File: config.mk
export PLATFORM = sky130hd
export DESIGN_NAME = addsub_share_arbiter
export DESIGN_NICKNAME = d
export VERILOG_FILES = /design/src/rtl/addsub_share_arbiter.sv
export SDC_FILE = /design/constraint.sdc
export NUM_CORES = 1
export LEC_CHECK = 0
export BUFFER_PORTS_ARGS = -buffer_cell sky130_fd_sc_hd__buf_2
export CAP_MARGIN = 15
export CORE_MARGIN = 2
export CORE_UTILIZATION = 35
export DETAILED_ROUTE_END_ITERATION = 16
export MAX_ROUTING_LAYER = met4
export SYNTH_ARGS = -nofsm -noshare
export SYNTH_HDL_FRONTEND = slang
export SYNTH_SLANG_ARGS = --single-unit
File: constraint.sdc
create_clock -name clk_in -period 3.1 [get_ports clk_in]
set_clock_uncertainty 0.1 [all_clocks]
set_input_delay 0.31 -clock clk_in [delete_from_list [all_inputs] [get_ports clk_in]]
set_output_delay 0.31 -clock clk_in [all_outputs]
set_load 0.01 [all_outputs]
File: src/rtl/addsub_share_arbiter.sv
// ============================================================================
// Module   : addsub_share_arbiter
// Purpose  : Round-robin arbiter feeding a shared 2-stage signed saturating
//            add/sub pipeline with ID-tagged, back-pressured responses.
// Revision : 1.0
// ============================================================================
`default_nettype none

module addsub_share_arbiter #(
    parameter int NUM_REQ = 4,
    parameter int DATA_W  = 16,
    parameter int ID_W    = 2
) (
    input  logic                      clk_in,
    input  logic                      rst_in,
    input  logic [NUM_REQ-1:0]        req_valid_in,
    input  logic [NUM_REQ-1:0]        req_op_in,
    input  logic [NUM_REQ*DATA_W-1:0] req_a_in,
    input  logic [NUM_REQ*DATA_W-1:0] req_b_in,
    output logic [NUM_REQ-1:0]        req_ready_out,
    output logic                      resp_valid_out,
    input  logic                      resp_ready_in,
    output logic [ID_W-1:0]           resp_id_out,
    output logic [DATA_W-1:0]         resp_data_out,
    output logic                      resp_sat_out
);

    localparam logic [DATA_W-1:0] c_max_pos = {1'b0, {(DATA_W-1){1'b1}}};
    localparam logic [DATA_W-1:0] c_min_neg = {1'b1, {(DATA_W-1){1'b0}}};
    localparam logic [ID_W-1:0]   c_last_id = ID_W'(NUM_REQ - 1);

    if ((ID_W != $clog2(NUM_REQ)) || (NUM_REQ < 2) || (NUM_REQ > 8)) begin : g_bad_params
        $error("addsub_share_arbiter: NUM_REQ must be 2..8 and ID_W == clog2(NUM_REQ)");
    end

    logic [ID_W-1:0]   r_ptr;
    logic              r_s1_valid;
    logic              r_s1_op;
    logic [DATA_W-1:0] r_s1_a;
    logic [DATA_W-1:0] r_s1_b;
    logic [ID_W-1:0]   r_s1_id;

    logic              w_any;
    logic [ID_W-1:0]   w_win;
    logic              w_adv;
    logic              w_acc;
    logic              w_s2_load;
    logic [DATA_W-1:0] w_bx;
    logic [DATA_W:0]   w_sum;
    logic [DATA_W-1:0] w_res;
    logic              w_sat;

    // Search upward from the pointer; iterating downward lets the closest hit win.
    always_comb begin
        int idx;
        idx   = 0;
        w_any = 1'b0;
        w_win = '0;
        for (int k = NUM_REQ - 1; k >= 0; k--) begin
            idx = int'(r_ptr) + k;
            if (idx >= NUM_REQ) begin
                idx = idx - NUM_REQ;
            end
            if (req_valid_in[idx]) begin
                w_any = 1'b1;
                w_win = idx[ID_W-1:0];
            end
        end
    end

    // Stage 1 may refill whenever it is empty or will hand its op to stage 2.
    assign w_adv     = !r_s1_valid || !resp_valid_out || resp_ready_in;
    assign w_acc     = w_any && w_adv;
    assign w_s2_load = r_s1_valid && (!resp_valid_out || resp_ready_in);

    always_comb begin
        req_ready_out = '0;
        if (w_acc) begin
            req_ready_out = NUM_REQ'(1) << w_win;
        end
    end

    // SUB is a + ~b + 1; one guard bit exposes overflow in either direction.
    assign w_bx  = r_s1_b ^ {DATA_W{r_s1_op}};
    assign w_sum = {r_s1_a[DATA_W-1], r_s1_a} + {w_bx[DATA_W-1], w_bx} + (DATA_W+1)'(r_s1_op);

    always_comb begin
        w_res = w_sum[DATA_W-1:0];
        w_sat = 1'b0;
        if (!w_sum[DATA_W] && w_sum[DATA_W-1]) begin
            w_res = c_max_pos;
            w_sat = 1'b1;
        end else if (w_sum[DATA_W] && !w_sum[DATA_W-1]) begin
            w_res = c_min_neg;
            w_sat = 1'b1;
        end
    end

    always_ff @(posedge clk_in or posedge rst_in) begin
        if (rst_in) begin
            r_ptr      <= '0;
            r_s1_valid <= 1'b0;
            r_s1_op    <= 1'b0;
            r_s1_a     <= '0;
            r_s1_b     <= '0;
            r_s1_id    <= '0;
        end else if (w_adv) begin
            r_s1_valid <= w_acc;
            if (w_acc) begin
                r_s1_op <= req_op_in[w_win];
                r_s1_a  <= req_a_in[w_win*DATA_W +: DATA_W];
                r_s1_b  <= req_b_in[w_win*DATA_W +: DATA_W];
                r_s1_id <= w_win;
                r_ptr   <= (w_win == c_last_id) ? '0 : w_win + 1'b1;
            end
        end
    end

    always_ff @(posedge clk_in or posedge rst_in) begin
        if (rst_in) begin
            resp_valid_out <= 1'b0;
            resp_id_out    <= '0;
            resp_data_out  <= '0;
            resp_sat_out   <= 1'b0;
        end else if (w_s2_load) begin
            resp_valid_out <= 1'b1;
            resp_id_out    <= r_s1_id;
            resp_data_out  <= w_res;
            resp_sat_out   <= w_sat;
        end else if (resp_ready_in) begin
            resp_valid_out <= 1'b0;
        end
    end

endmodule

`default_nettype wire

Yosys cells after proc, flatten, opt, wreduce, memory -nomap -nowiden
Cells that the tools add are included.

Register bits: 58. Output and inout port bits: 24. Input bits: 139. Word-level logic and storage cells: 81.

Equality and inequality tests: 1. Add/subtract/negate cells: 10. Shifts and indexed selects: 3. Bitwise gates (word level): 1. Reduce and logical (&&, ||, !) cells: 13. $lt $le $gt $ge: 9. Muxes and demuxes: 34.

Operator list (count): $lt 32x4->1 const B (4); $mux 32 (4); $shiftx 64x7->16 (2); $mux 16 (2); $add 16x16->17 (1); $add 17x1->17 (1); $mux 1 (17); $xor 16x16->16 (1); $sub 3x3->4 const B (3); $bmux 1 s2 (5); $mux 2 (5); $ge 3x3->1 const B (3); $add 2x2->3 const B (2); $logic_and 1x1->1 (4); $logic_not 1->1 (4); $mux 4 (1); $shl 1x2->4 const A (1); $sub 2x3->4 const B (1); $add 2x1->3 const B (1); $ge 2x3->1 const B (1); $logic_or 1x1->1 (3); $lt 2x3->1 const B (1); $add 2x1->2 const B (1); $eq 2x2->1 const B (1); 2 further kinds (2).

Longest topological paths before layout
Gate-level depths: netlist of run 1.

Depth in word-level cells: 12. Gate-level depth with buffers: 16.

Least setup slack after synthesis of run 1
Ideal clock, no wire load.

Kind: reg-to-reg. Start: register r_s1_op. End: register resp_data_out[6]. Data required time: 2.871 ns. Period minus slack after synthesis: 3.356 ns. Slack: -0.256 ns. Stages on the path, launching flop included: 16. Arrival time: 3.127 ns. Cells stage by stage: dfrtp_1 buf_6 clkbuf_1 xor2_1 ha_1 a21oi_1 a21boi_0 a2111oi_4 o21ai_1 xnor2_1 inv_1 ha_1 clkinv_1 and3_1 mux2i_1 nand3_1.

Longest elaborated chain between the ends: 7. Elaborated cells between the ends (all ways): 9. Classes of those cells: add/sub: 2; mux: 2; bitwise: 1; reduce/logical: 4.

Ends and longest elaborated chain: from (decl) (RTL line 38) `logic r_s1_op;`; from (signal assigned) (RTL line 110) `r_s1_op <= req_op_in[w_win];`; $xor 16x16->16 (RTL line 84) `assign w_bx = r_s1_b ^ {DATA_W{r_s1_op}};`; $add 16x16->17 (RTL line 85) `assign w_sum = {r_s1_a[DATA_W-1], r_s1_a} + {w_bx[DATA_W-1], w_bx} + (DATA_W+1)'(r_s1_op);`; $add 17x1->17 (*) (RTL line 85); $logic_not 1->1 (RTL line 93) `end else if (w_sum[DATA_W] && !w_sum[DATA_W-1]) begin`; $logic_and 1x1->1 (RTL line 93); $mux 16 (RTL line 93); $mux 16 (*) (RTL line 90) `if (!w_sum[DATA_W] && w_sum[DATA_W-1]) begin`; to (signal assigned) (RTL line 128) `resp_data_out <= w_res;`; to (decl) (RTL line 24) `output logic [DATA_W-1:0] resp_data_out,`.

Every way passes the cells marked *; elsewhere a longest branch is shown, timed or not. A chain may end at the register's enable or synchronous reset.

Worst setup path after layout of run 1
Start: register r_s1_op. End: register resp_data_out[13].

The elaborated chain is that of the path after synthesis.

==> load_flow_metrics.sql, run 1 <==
INSERT INTO impl_metrics (metric_group, metric, value, unit) VALUES
('outcome', 'run_status', 'finished, violations left', ''),
('outcome', 'violations', 'setup timing', ''),
('power', 'p_leak', '3.009', 'nW'),
('grt', 'antenna_found_initial', '0', ''),
('timing', 'setup_slack', '-0.03327', 'ns'),
('timing', 'worst_slew_margin_rel', '33.85', '%'),
('die', 'die_w', '113.9', 'um'),
('worst_setup_path', 'worst_path_required_time', '3.26', 'ns'),
('cts', 'cts_num_sinks', '58', ''),
('die', 'ios', '163', ''),
('die', 'dieArea', '12970', 'um^2'),
('synthesis', 'number_of_warnings_reported_in_the_yosys_synthesis_log', '0', ''),
('synthesis', 'synth-async-reset-ratio', '100.0', '%'),
('timing', 'finalWorstPathRequiredPeriod', '3.133', 'ns'),
('synthesis', 'synth_edf_count', '0', ''),
('place', 'placed_area', '5454', 'um^2'),
('worst_setup_path', 'r2r.worst_path.cells', '14', ''),
('timing', 'max_freq', '0.3192', 'GHz'),
('synthesis', 'ys.flop_type', 'sky130_fd_sc_hd__dfrtp_1', ''),
('cells_and_area', 'fillers', '1160', ''),
('cts', 'cts-root-buf', 'sky130_fd_sc_hd__clkbuf_16', ''),
('timing', 'slew_viol_final', '0', ''),
('grt', 'grt_first_pass_wirelength', '19330', 'um'),
('cts', 'postCtsHoldBufs', '0', ''),
('worst_setup_path', 'worstSetupEndpointType', 'flop', ''),
('timing', 'tns', '-0.05662', 'ns'),
('cts', 'numCtsBuffers', '9', ''),
('die', 'placement_rows', '40', ''),
('synthesis', 'synth_fp_nets', '615', ''),
('drt', 'drc', '0', ''),
('power', 'pwr_density_cell', '1392', 'nW/um^2'),
('drt', 'postRouteWirelength', '12070', 'um'),
('place', 'place_hpwl', '9592', 'um'),
('cells_and_area', 'drive_above_1_share', '40.40', '%'),
('die', 'core_area', '11910', 'um^2'),
('cells_and_area', 'antenna_cells_inserted', '0', ''),
('synthesis', 'synth_sequential_area_ratio', '34.35', '%'),
('timing', 'setup_viol', '3', ''),
('worst_setup_path', 'critical_path_class', 'reg2reg', ''),
('drt', 'initialDrtViolationCount', '160', ''),
('cells_and_area', 'finalNetCount', '813', ''),
('power', 'irDropWorstVdd', '518.4', 'uV'),
('cts', 'tritoncts', 'done', ''),
('flow_run', 'drv_cap', '0', ''),
('grt', 'grt.overflow.total', '0', ''),
('timing', 'setup_repair_after_global_routing_missed_its_margin', 'yes', ''),
('cts', 'clock_tree.htree_level_count', '3', ''),
('place', 'place.port_buffers', '162', ''),
('min_path', 'holdCritPathClass', 'in2async', ''),
('timing', 'timing_worst_slew_pin_value', '0.9899', 'ns'),
('cells_and_area', 'syn2layout_area_growth', '42.17', '%'),
('cts', 'cts.path.max_buffers', '2', ''),
('grt', 'maximum_number_of_pins_on_one_net_before_global_route_repair', '55', ''),
('cells_and_area', 'finish.instance_area', '6007', 'um^2'),
('worst_setup_path', 'setup.worst_path.start_class', 'flop', ''),
('synthesis', 'count_of_distinct_cell_types_in_the_synthesized_netlist', '46', ''),
('worst_setup_path', 'critical_path.max_fanout', '6', ''),
('drt', 'via_density_per_instance', '5.035', ''),
('die', 'starting_density_of_the_core', '35.47', '%'),
('drt', 'residual_antenna_violating_net_count_after_detailed_routing', '0', ''),
('drt', 'routedWlPerCell', '15.03', 'um'),
('cts', 'insertion_delay', '0.33', 'ns'),
('worst_setup_path', 'worst-endpoint-arrival', '3.30', 'ns'),
('synthesis', 'post_synth_instance_area', '4225', 'um^2'),
('grt', 'first_global_vias', '3990', ''),
('synthesis', 'cells_after_synthesis', '453', ''),
('place', 'place.gp.congestion', '0.8318', ''),
('drt', 'firstDrtPassIters', '4', ''),
('timing', 'finalHoldViolCount', '0', ''),
('synthesis', 'synth.avg_cell_area', '9.327', 'um^2'),
('die', 'die_height', '113.9', 'um'),
('synthesis', 'ys_seq_elements', '58', ''),
('timing', 'finalCritPeriodShare', '101.1', '%'),
('drt', 'number_of_vias_in_the_routed_layout', '4043', ''),
('grt', 'global_route.usage.total', '19.55', '%'),
('cts', 'clkTransAtPathRegs', '0.05', 'ns');
logic make-up after synthesis:
logic type      after synthesis  synth area share (%)
compound gates              103                 17.77
xor+xnor                     24                 4.975
fa+ha+maj                    23                 6.988
buf+inv                      44                 5.360
flops                        58                 34.35
mux                          72                 17.15
simple gates                129                 13.41
path summary, 6_finish.rpt:
check | start | slack (ns) | endpoint
worst max-delay path | r_s1_op$_DFFE_PP0P_ | -0.03 | resp_data_out[13]$_DFFE_PP0P_
worst min-delay path | rst_in | 0.10 | r_s1_valid$_DFFE_PP0N_
worst max register to register | r_s1_op$_DFFE_PP0P_ | -0.03 | resp_data_out[13]$_DFFE_PP0P_
worst min register to register | resp_data_out[1]$_DFFE_PP0P_ | 0.37 | resp_data_out[1]$_DFFE_PP0P_
max in group asynchronous | rst_in | 2.05 | r_s1_a[0]$_DFFE_PP0P_
min in group clk_in | req_valid_in[2] | 0.16 | r_s1_valid$_DFFE_PP0N_
sequential cells by signal, indices dropped and copies added, names as in the netlist:
register        cells
r_ptr               2
r_s1_a             16
r_s1_b             16
r_s1_id             2
r_s1_op             1
r_s1_valid          1
resp_data_out      16
resp_id_out         2
resp_sat_out        1
resp_valid_out      1
routing by layer:
metal | share of wire, % | track usage (%) | wire [um]
met2 | 48 | 30.86 | 5793
met3 | 4.7 | 3.719 | 566
met4 | 1.1 | 4.390 | 130
met1 | 46 | 26.24 | 5575
met5 | 0 | - | 0
final cells by class:
cell class / instances / area (um^2) / area share, %
flip-flops and latches: 58 / 1451 / 24.16
well taps: 147 / 183.9 / 3.062
clock buffers: 12 / 266.5 / 4.437
repair buffers: 217 / 1272 / 21.18
multi-input cells: 351 / 2700 / 44.95
clock inverters: 4 / 72.57 / 1.208
inverters: 14 / 60.06 / 0.9998
per-stage QoR:
stage | hold slack (ns) | utilization (%) | cells | total power, mW | setup slack, ns
floorplan | 0.3256 | - | 453 | 4.720 | 0.03308
global placement | 0.3496 | 45.79 | 778 | 6.500 | -0.2099
detailed placement | 0.3623 | 45.79 | 778 | 6.552 | -0.3116
CTS | 0.1400 | 48.89 | 794 | 7.848 | -0.009744
global route | 0.1829 | 50.43 | 803 | 9.079 | -0.2029
finish | 0.1018 | 50.43 | 803 | 8.364 | -0.03327
Yosys cell counts (all sizes together), types with 2 or more instances:
library cell / number / area [um^2]
nand2: 76 / 285.3
mux2i: 72 / 724.4
dfrtp: 58 / 1451
o221ai: 34 / 297.8
a21oi: 26 / 130.1
ha: 22 / 275.3
xor2: 18 / 157.7
o21ai: 17 / 85.08
buf: 16 / 121.4
clkbuf: 14 / 52.55
inv: 13 / 48.80
nor2: 11 / 41.29
nor3: 10 / 50.05
nand3: 9 / 45.04
a21o: 7 / 52.55
and3: 7 / 43.79
and2: 6 / 37.54
xnor2: 6 / 52.55
nand2b: 4 / 25.02
nand4: 3 / 18.77
o22a: 3 / 26.28
a2111oi: 2 / 42.54
a211o: 2 / 17.52
a211oi: 2 / 15.01
a21boi: 2 / 15.01
o211ai: 2 / 20.02
critical path, cell delays in order (launching register included):
cell and delay (ns):
sky130_fd_sc_hd__dfrtp_1 0.43, sky130_fd_sc_hd__buf_6 0.15, sky130_fd_sc_hd__xor2_1 0.16, sky130_fd_sc_hd__ha_1 0.33, sky130_fd_sc_hd__a21oi_2 0.22, sky130_fd_sc_hd__o211ai_4 0.12, sky130_fd_sc_hd__a2111oi_4 0.40, sky130_fd_sc_hd__o21ai_1 0.13
sky130_fd_sc_hd__xnor2_1 0.19, sky130_fd_sc_hd__inv_1 0.11, sky130_fd_sc_hd__ha_4 0.21, sky130_fd_sc_hd__buf_6 0.15, sky130_fd_sc_hd__nor3_2 0.17, sky130_fd_sc_hd__mux2i_1 0.11, sky130_fd_sc_hd__nand3_1 0.09
what timing repair did:
action / CTS / global route
endpoints found under the setup margin: 15 / 15
setup buffers: 0 / 9
pin swaps: 1 / 18
hold endpoints to repair: 0 / 0
gates resized for setup: 8 / 26
cells in the final DEF (no fill, tap or decap), types with 4 or more instances in the layout:
cell type / Yosys / final
sky130_fd_sc_hd__a21o_1: 7 / 7
sky130_fd_sc_hd__a21oi_1: 26 / 17
sky130_fd_sc_hd__a21oi_2: 0 / 7
sky130_fd_sc_hd__and2_1: 6 / 6
sky130_fd_sc_hd__and3_1: 7 / 5
sky130_fd_sc_hd__buf_2: 6 / 162
sky130_fd_sc_hd__buf_4: 6 / 49
sky130_fd_sc_hd__clkbuf_16: 0 / 9
sky130_fd_sc_hd__dfrtp_1: 58 / 58
sky130_fd_sc_hd__ha_1: 22 / 19
sky130_fd_sc_hd__inv_1: 11 / 10
sky130_fd_sc_hd__mux2i_1: 71 / 71
sky130_fd_sc_hd__nand2_1: 76 / 75
sky130_fd_sc_hd__nand2b_1: 4 / 4
sky130_fd_sc_hd__nand3_1: 9 / 9
sky130_fd_sc_hd__nor2_1: 11 / 11
sky130_fd_sc_hd__nor3_1: 10 / 6
sky130_fd_sc_hd__o21ai_0: 15 / 13
sky130_fd_sc_hd__o21ai_1: 2 / 4
sky130_fd_sc_hd__o221ai_1: 34 / 34
sky130_fd_sc_hd__xnor2_1: 6 / 6
sky130_fd_sc_hd__xor2_1: 18 / 16
where the power goes:
group / internal, mW / leakage, nW / total [mW] / switching (mW)
registers: 1.11 / 0.694 / 1.36 / 0.252
clock network: 0.767 / 0.165 / 1.11 / 0.346
logic: 2.92 / 2.15 / 5.89 / 2.97
Power figures use the tool's default switching activity.
==> run 2: changes to the inputs <==
Settings changed: RECOVER_POWER set to 100.
==> run 2 against run 1 <==
Worst setup slack better by 0.0038 ns. Count of clock-buffer cells in the layout stayed put. Via count rose by 0.40%. The run ends with capacitance limit, slew limit, setup timing left. Total power down 0.59%.
==> load_flow_metrics.sql, run 2 (synthesized netlist as in run 1, its figures left out) <==
INSERT INTO impl_metrics (metric_group, metric, value, unit) VALUES
('cts', 'cts_num_sinks', '58', ''),
('worst_setup_path', 'worst_path_required_time', '3.26', 'ns'),
('cells_and_area', 'stdcell_count', '803', ''),
('place', 'dp_worst_setup_slack', '-0.3116', 'ns'),
('timing', 'timing_worst_slew_pin_value', '1.703', 'ns'),
('drt', 'postRouteWirelength', '12120', 'um'),
('timing', 'max_freq', '0.3195', 'GHz'),
('power', 'p_seq_share', '16.5', '%'),
('place', 'place_hpwl', '9592', 'um'),
('grt', 'maximum_number_of_pins_on_one_net_before_global_route_repair', '55', ''),
('grt', 'grt.overflow.total', '0', ''),
('worst_setup_path', 'crit-reg2reg-launch', 'r_s1_op$_DFFE_PP0P_', ''),
('worst_setup_path', 'worstSetupEndpointType', 'flop', ''),
('drt', 'number_of_vias_in_the_routed_layout', '4059', ''),
('worst_setup_path', 'critical_path.max_fanout', '6', ''),
('drt', 'residual_antenna_violating_net_count_after_detailed_routing', '0', ''),
('power', 'clockPowerShare', '13.4', '%'),
('drt', 'via_density_per_instance', '5.055', ''),
('die', 'die_w', '113.9', 'um'),
('drt', 'drc', '0', ''),
('worst_setup_path', 'worstReg2RegEnd', 'resp_data_out[13]$_DFFE_PP0P_', ''),
('grt', 'first_global_vias', '3990', ''),
('place', 'place.gp.congestion', '0.8318', ''),
('cells_and_area', 'drive_above_1_share', '36.13', '%'),
('min_path', 'holdCritPathClass', 'in2reg', ''),
('cts', 'tritoncts', 'done', ''),
('min_path', 'min_delay_path_depth', '3', ''),
('cells_and_area', 'layout_top_registers', 'r_s1_a x16, r_s1_b x16, resp_data_out x16', ''),
('power', 'p_comb_share', '70.1', '%'),
('cts', 'cts-root-buf', 'sky130_fd_sc_hd__clkbuf_16', ''),
('cts', 'numCtsBuffers', '9', ''),
('power', 'irDropWorstVdd', '519.5', 'uV'),
('timing', 'finalCritPeriodShare', '101.0', '%'),
('cells_and_area', 'syn2layout_area_growth', '41.01', '%'),
('flow_run', 'drv_cap', '1', ''),
('cts', 'clkTransAtPathRegs', '0.05', 'ns'),
('cts', 'insertion_delay', '0.33', 'ns'),
('cts', 'cts.path.max_buffers', '2', ''),
('timing', 'finalHoldViolCount', '0', ''),
('power', 'internal_power', '4.752', 'mW'),
('worst_setup_path', 'regToRegSetupSlack', '-0.03', 'ns'),
('place', 'place.detailed.instances', '778', ''),
('die', 'core_area', '11910', 'um^2'),
('drt', 'initialDrtViolationCount', '178', ''),
('grt', 'grt_first_pass_wirelength', '19330', 'um'),
('die', 'starting_density_of_the_core', '35.47', '%'),
('cells_and_area', 'antenna_cells_inserted', '0', ''),
('timing', 'finalWorstPathRequiredPeriod', '3.129', 'ns'),
('grt', 'global_route.usage.total', '19.55', '%'),
('timing', 'worst_slew_margin_rel', '-13.65', '%'),
('outcome', 'run_status', 'finished, violations left', ''),
('timing', 'setup_viol', '3', ''),
('power', 'power.share.switching', '42.85', '%'),
('min_path', 'min_delay_worst_endpoint', 'r_s1_valid$_DFFE_PP0N_', ''),
('timing', 'setup_slack', '-0.02946', 'ns'),
('drt', 'firstDrtPassIters', '4', ''),
('power', 'p_leak', '2.931', 'nW'),
('cells_and_area', 'finalNetCount', '813', ''),
('cells_and_area', 'finish.instance_area', '5958', 'um^2'),
('power', 'p_switching', '3.563', 'mW'),
('worst_setup_path', 'setup.worst_path.start_class', 'flop', ''),
('timing', 'setup_repair_after_global_routing_missed_its_margin', 'yes', ''),
('timing', 'holdWs', '0.1568', 'ns'),
('place', 'place.port_buffers', '162', ''),
('worst_setup_path', 'critical_path_class', 'reg2reg', ''),
('cells_and_area', 'most_common_library_cell_in_the_layout_ignoring_fill_and_taps', 'sky130_fd_sc_hd__buf_2', ''),
('power', 'pwr_density_cell', '1396', 'nW/um^2'),
('grt', 'antenna_found_initial', '0', ''),
('place', 'placed_area', '5454', 'um^2'),
('drt', 'routedWlPerCell', '15.09', 'um'),
('die', 'die_height', '113.9', 'um'),
('worst_setup_path', 'worst-endpoint-arrival', '3.29', 'ns'),
('cts', 'clock_tree.htree_level_count', '3', ''),
('die', 'placement_rows', '40', ''),
('min_path', 'holdCritStartpoint', 'req_valid_in[2]', ''),
('die', 'dieArea', '12970', 'um^2'),
('timing', 'slew_viol_final', '47', ''),
('cells_and_area', 'layout.core_utilization', '50.02', '%'),
('cells_and_area', 'mostFrequentLayoutCells', '137 x sky130_fd_sc_hd__buf_2, 75 x sky130_fd_sc_hd__nand2_1, 71 x sky130_fd_sc_hd__mux2i_1', ''),
('outcome', 'violations', 'capacitance limit, slew limit, setup timing', ''),
('die', 'ios', '163', ''),
('worst_setup_path', 'r2r.worst_path.cells', '14', '');
==> run 2: final cells by class <==
type	instances	area, um^2
inverters	14	60.06
flip-flops and latches	58	1451
fillers	1175	5953
repair buffers	217	1235
multi-input cells	351	2689
clock buffers	12	266.5
clock inverters	4	72.57
well taps	147	183.9
==> run 2: critical path: stages, from the launching register on <==
cell                        delay (ns)
sky130_fd_sc_hd__dfrtp_1          0.43
sky130_fd_sc_hd__buf_6            0.15
sky130_fd_sc_hd__xor2_1           0.16
sky130_fd_sc_hd__ha_1             0.33
sky130_fd_sc_hd__a21oi_2          0.22
sky130_fd_sc_hd__o211ai_4         0.12
sky130_fd_sc_hd__a2111oi_4        0.40
sky130_fd_sc_hd__o21ai_1          0.13
sky130_fd_sc_hd__xnor2_1          0.19
sky130_fd_sc_hd__inv_1            0.11
sky130_fd_sc_hd__ha_4             0.21
sky130_fd_sc_hd__buf_6            0.15
sky130_fd_sc_hd__nor3_2           0.16
sky130_fd_sc_hd__mux2i_1          0.11
sky130_fd_sc_hd__nand3_1          0.09
==> run 2: timing repair <==
action / CTS / global route
hold buffers: 0 / 0
pin swaps: 1 / 18
setup endpoints to repair: 15 / 15
resized for setup: 8 / 26
buffers inserted: 0 / 9
==> run 2: how the worst max path moves through the flow <==
| stage | start | end | slack [ns] |
|---|---|---|---|
| final | r_s1_op$_DFFE_PP0P_ | resp_data_out[13]$_DFFE_PP0P_ | -0.03 |
| after global routing | r_s1_op$_DFFE_PP0P_ | resp_data_out[13]$_DFFE_PP0P_ | -0.20 |
| after CTS | r_s1_op$_DFFE_PP0P_ | resp_data_out[14]$_DFFE_PP0P_ | -0.01 |
| after detailed placement | r_s1_op$_DFFE_PP0P_ | resp_data_out[6]$_DFFE_PP0P_ | -0.31 |
| after global placement | r_s1_op$_DFFE_PP0P_ | resp_data_out[6]$_DFFE_PP0P_ | -0.21 |
| after floorplan | r_s1_op$_DFFE_PP0P_ | resp_data_out[9]$_DFFE_PP0P_ | 0.03 |
==> run 2: routing by layer <==
metal  vias up  track usage (%)  share of wire (%)
met5         -                -                  0
met3         8            3.719                4.9
met4         0            4.390                1.1
li1       2046                -                  -
met1      1875            26.24                 46
met2       130            30.86                 48
==> run 2: metrics by stage <==
step	TNS [ns]	power, mW
final	-0.05803	8.315
after global routing	-1.401	9.035
after CTS	-0.02389	7.848
after detailed placement	-3.074	6.552
after global placement	-1.628	6.500
after floorplan	0	4.720
==> run 2: power by group through the flow <==
stage / registers (mW) / clock network, mW / logic [mW]
global route: 1.41 / 1.17 / 6.45
CTS: 1.37 / 1.13 / 5.35
global placement: 1.37 / 0 / 5.13
floorplan: 1.35 / 0 / 3.37
detailed placement: 1.38 / 0 / 5.17
finish: 1.37 / 1.11 / 5.83
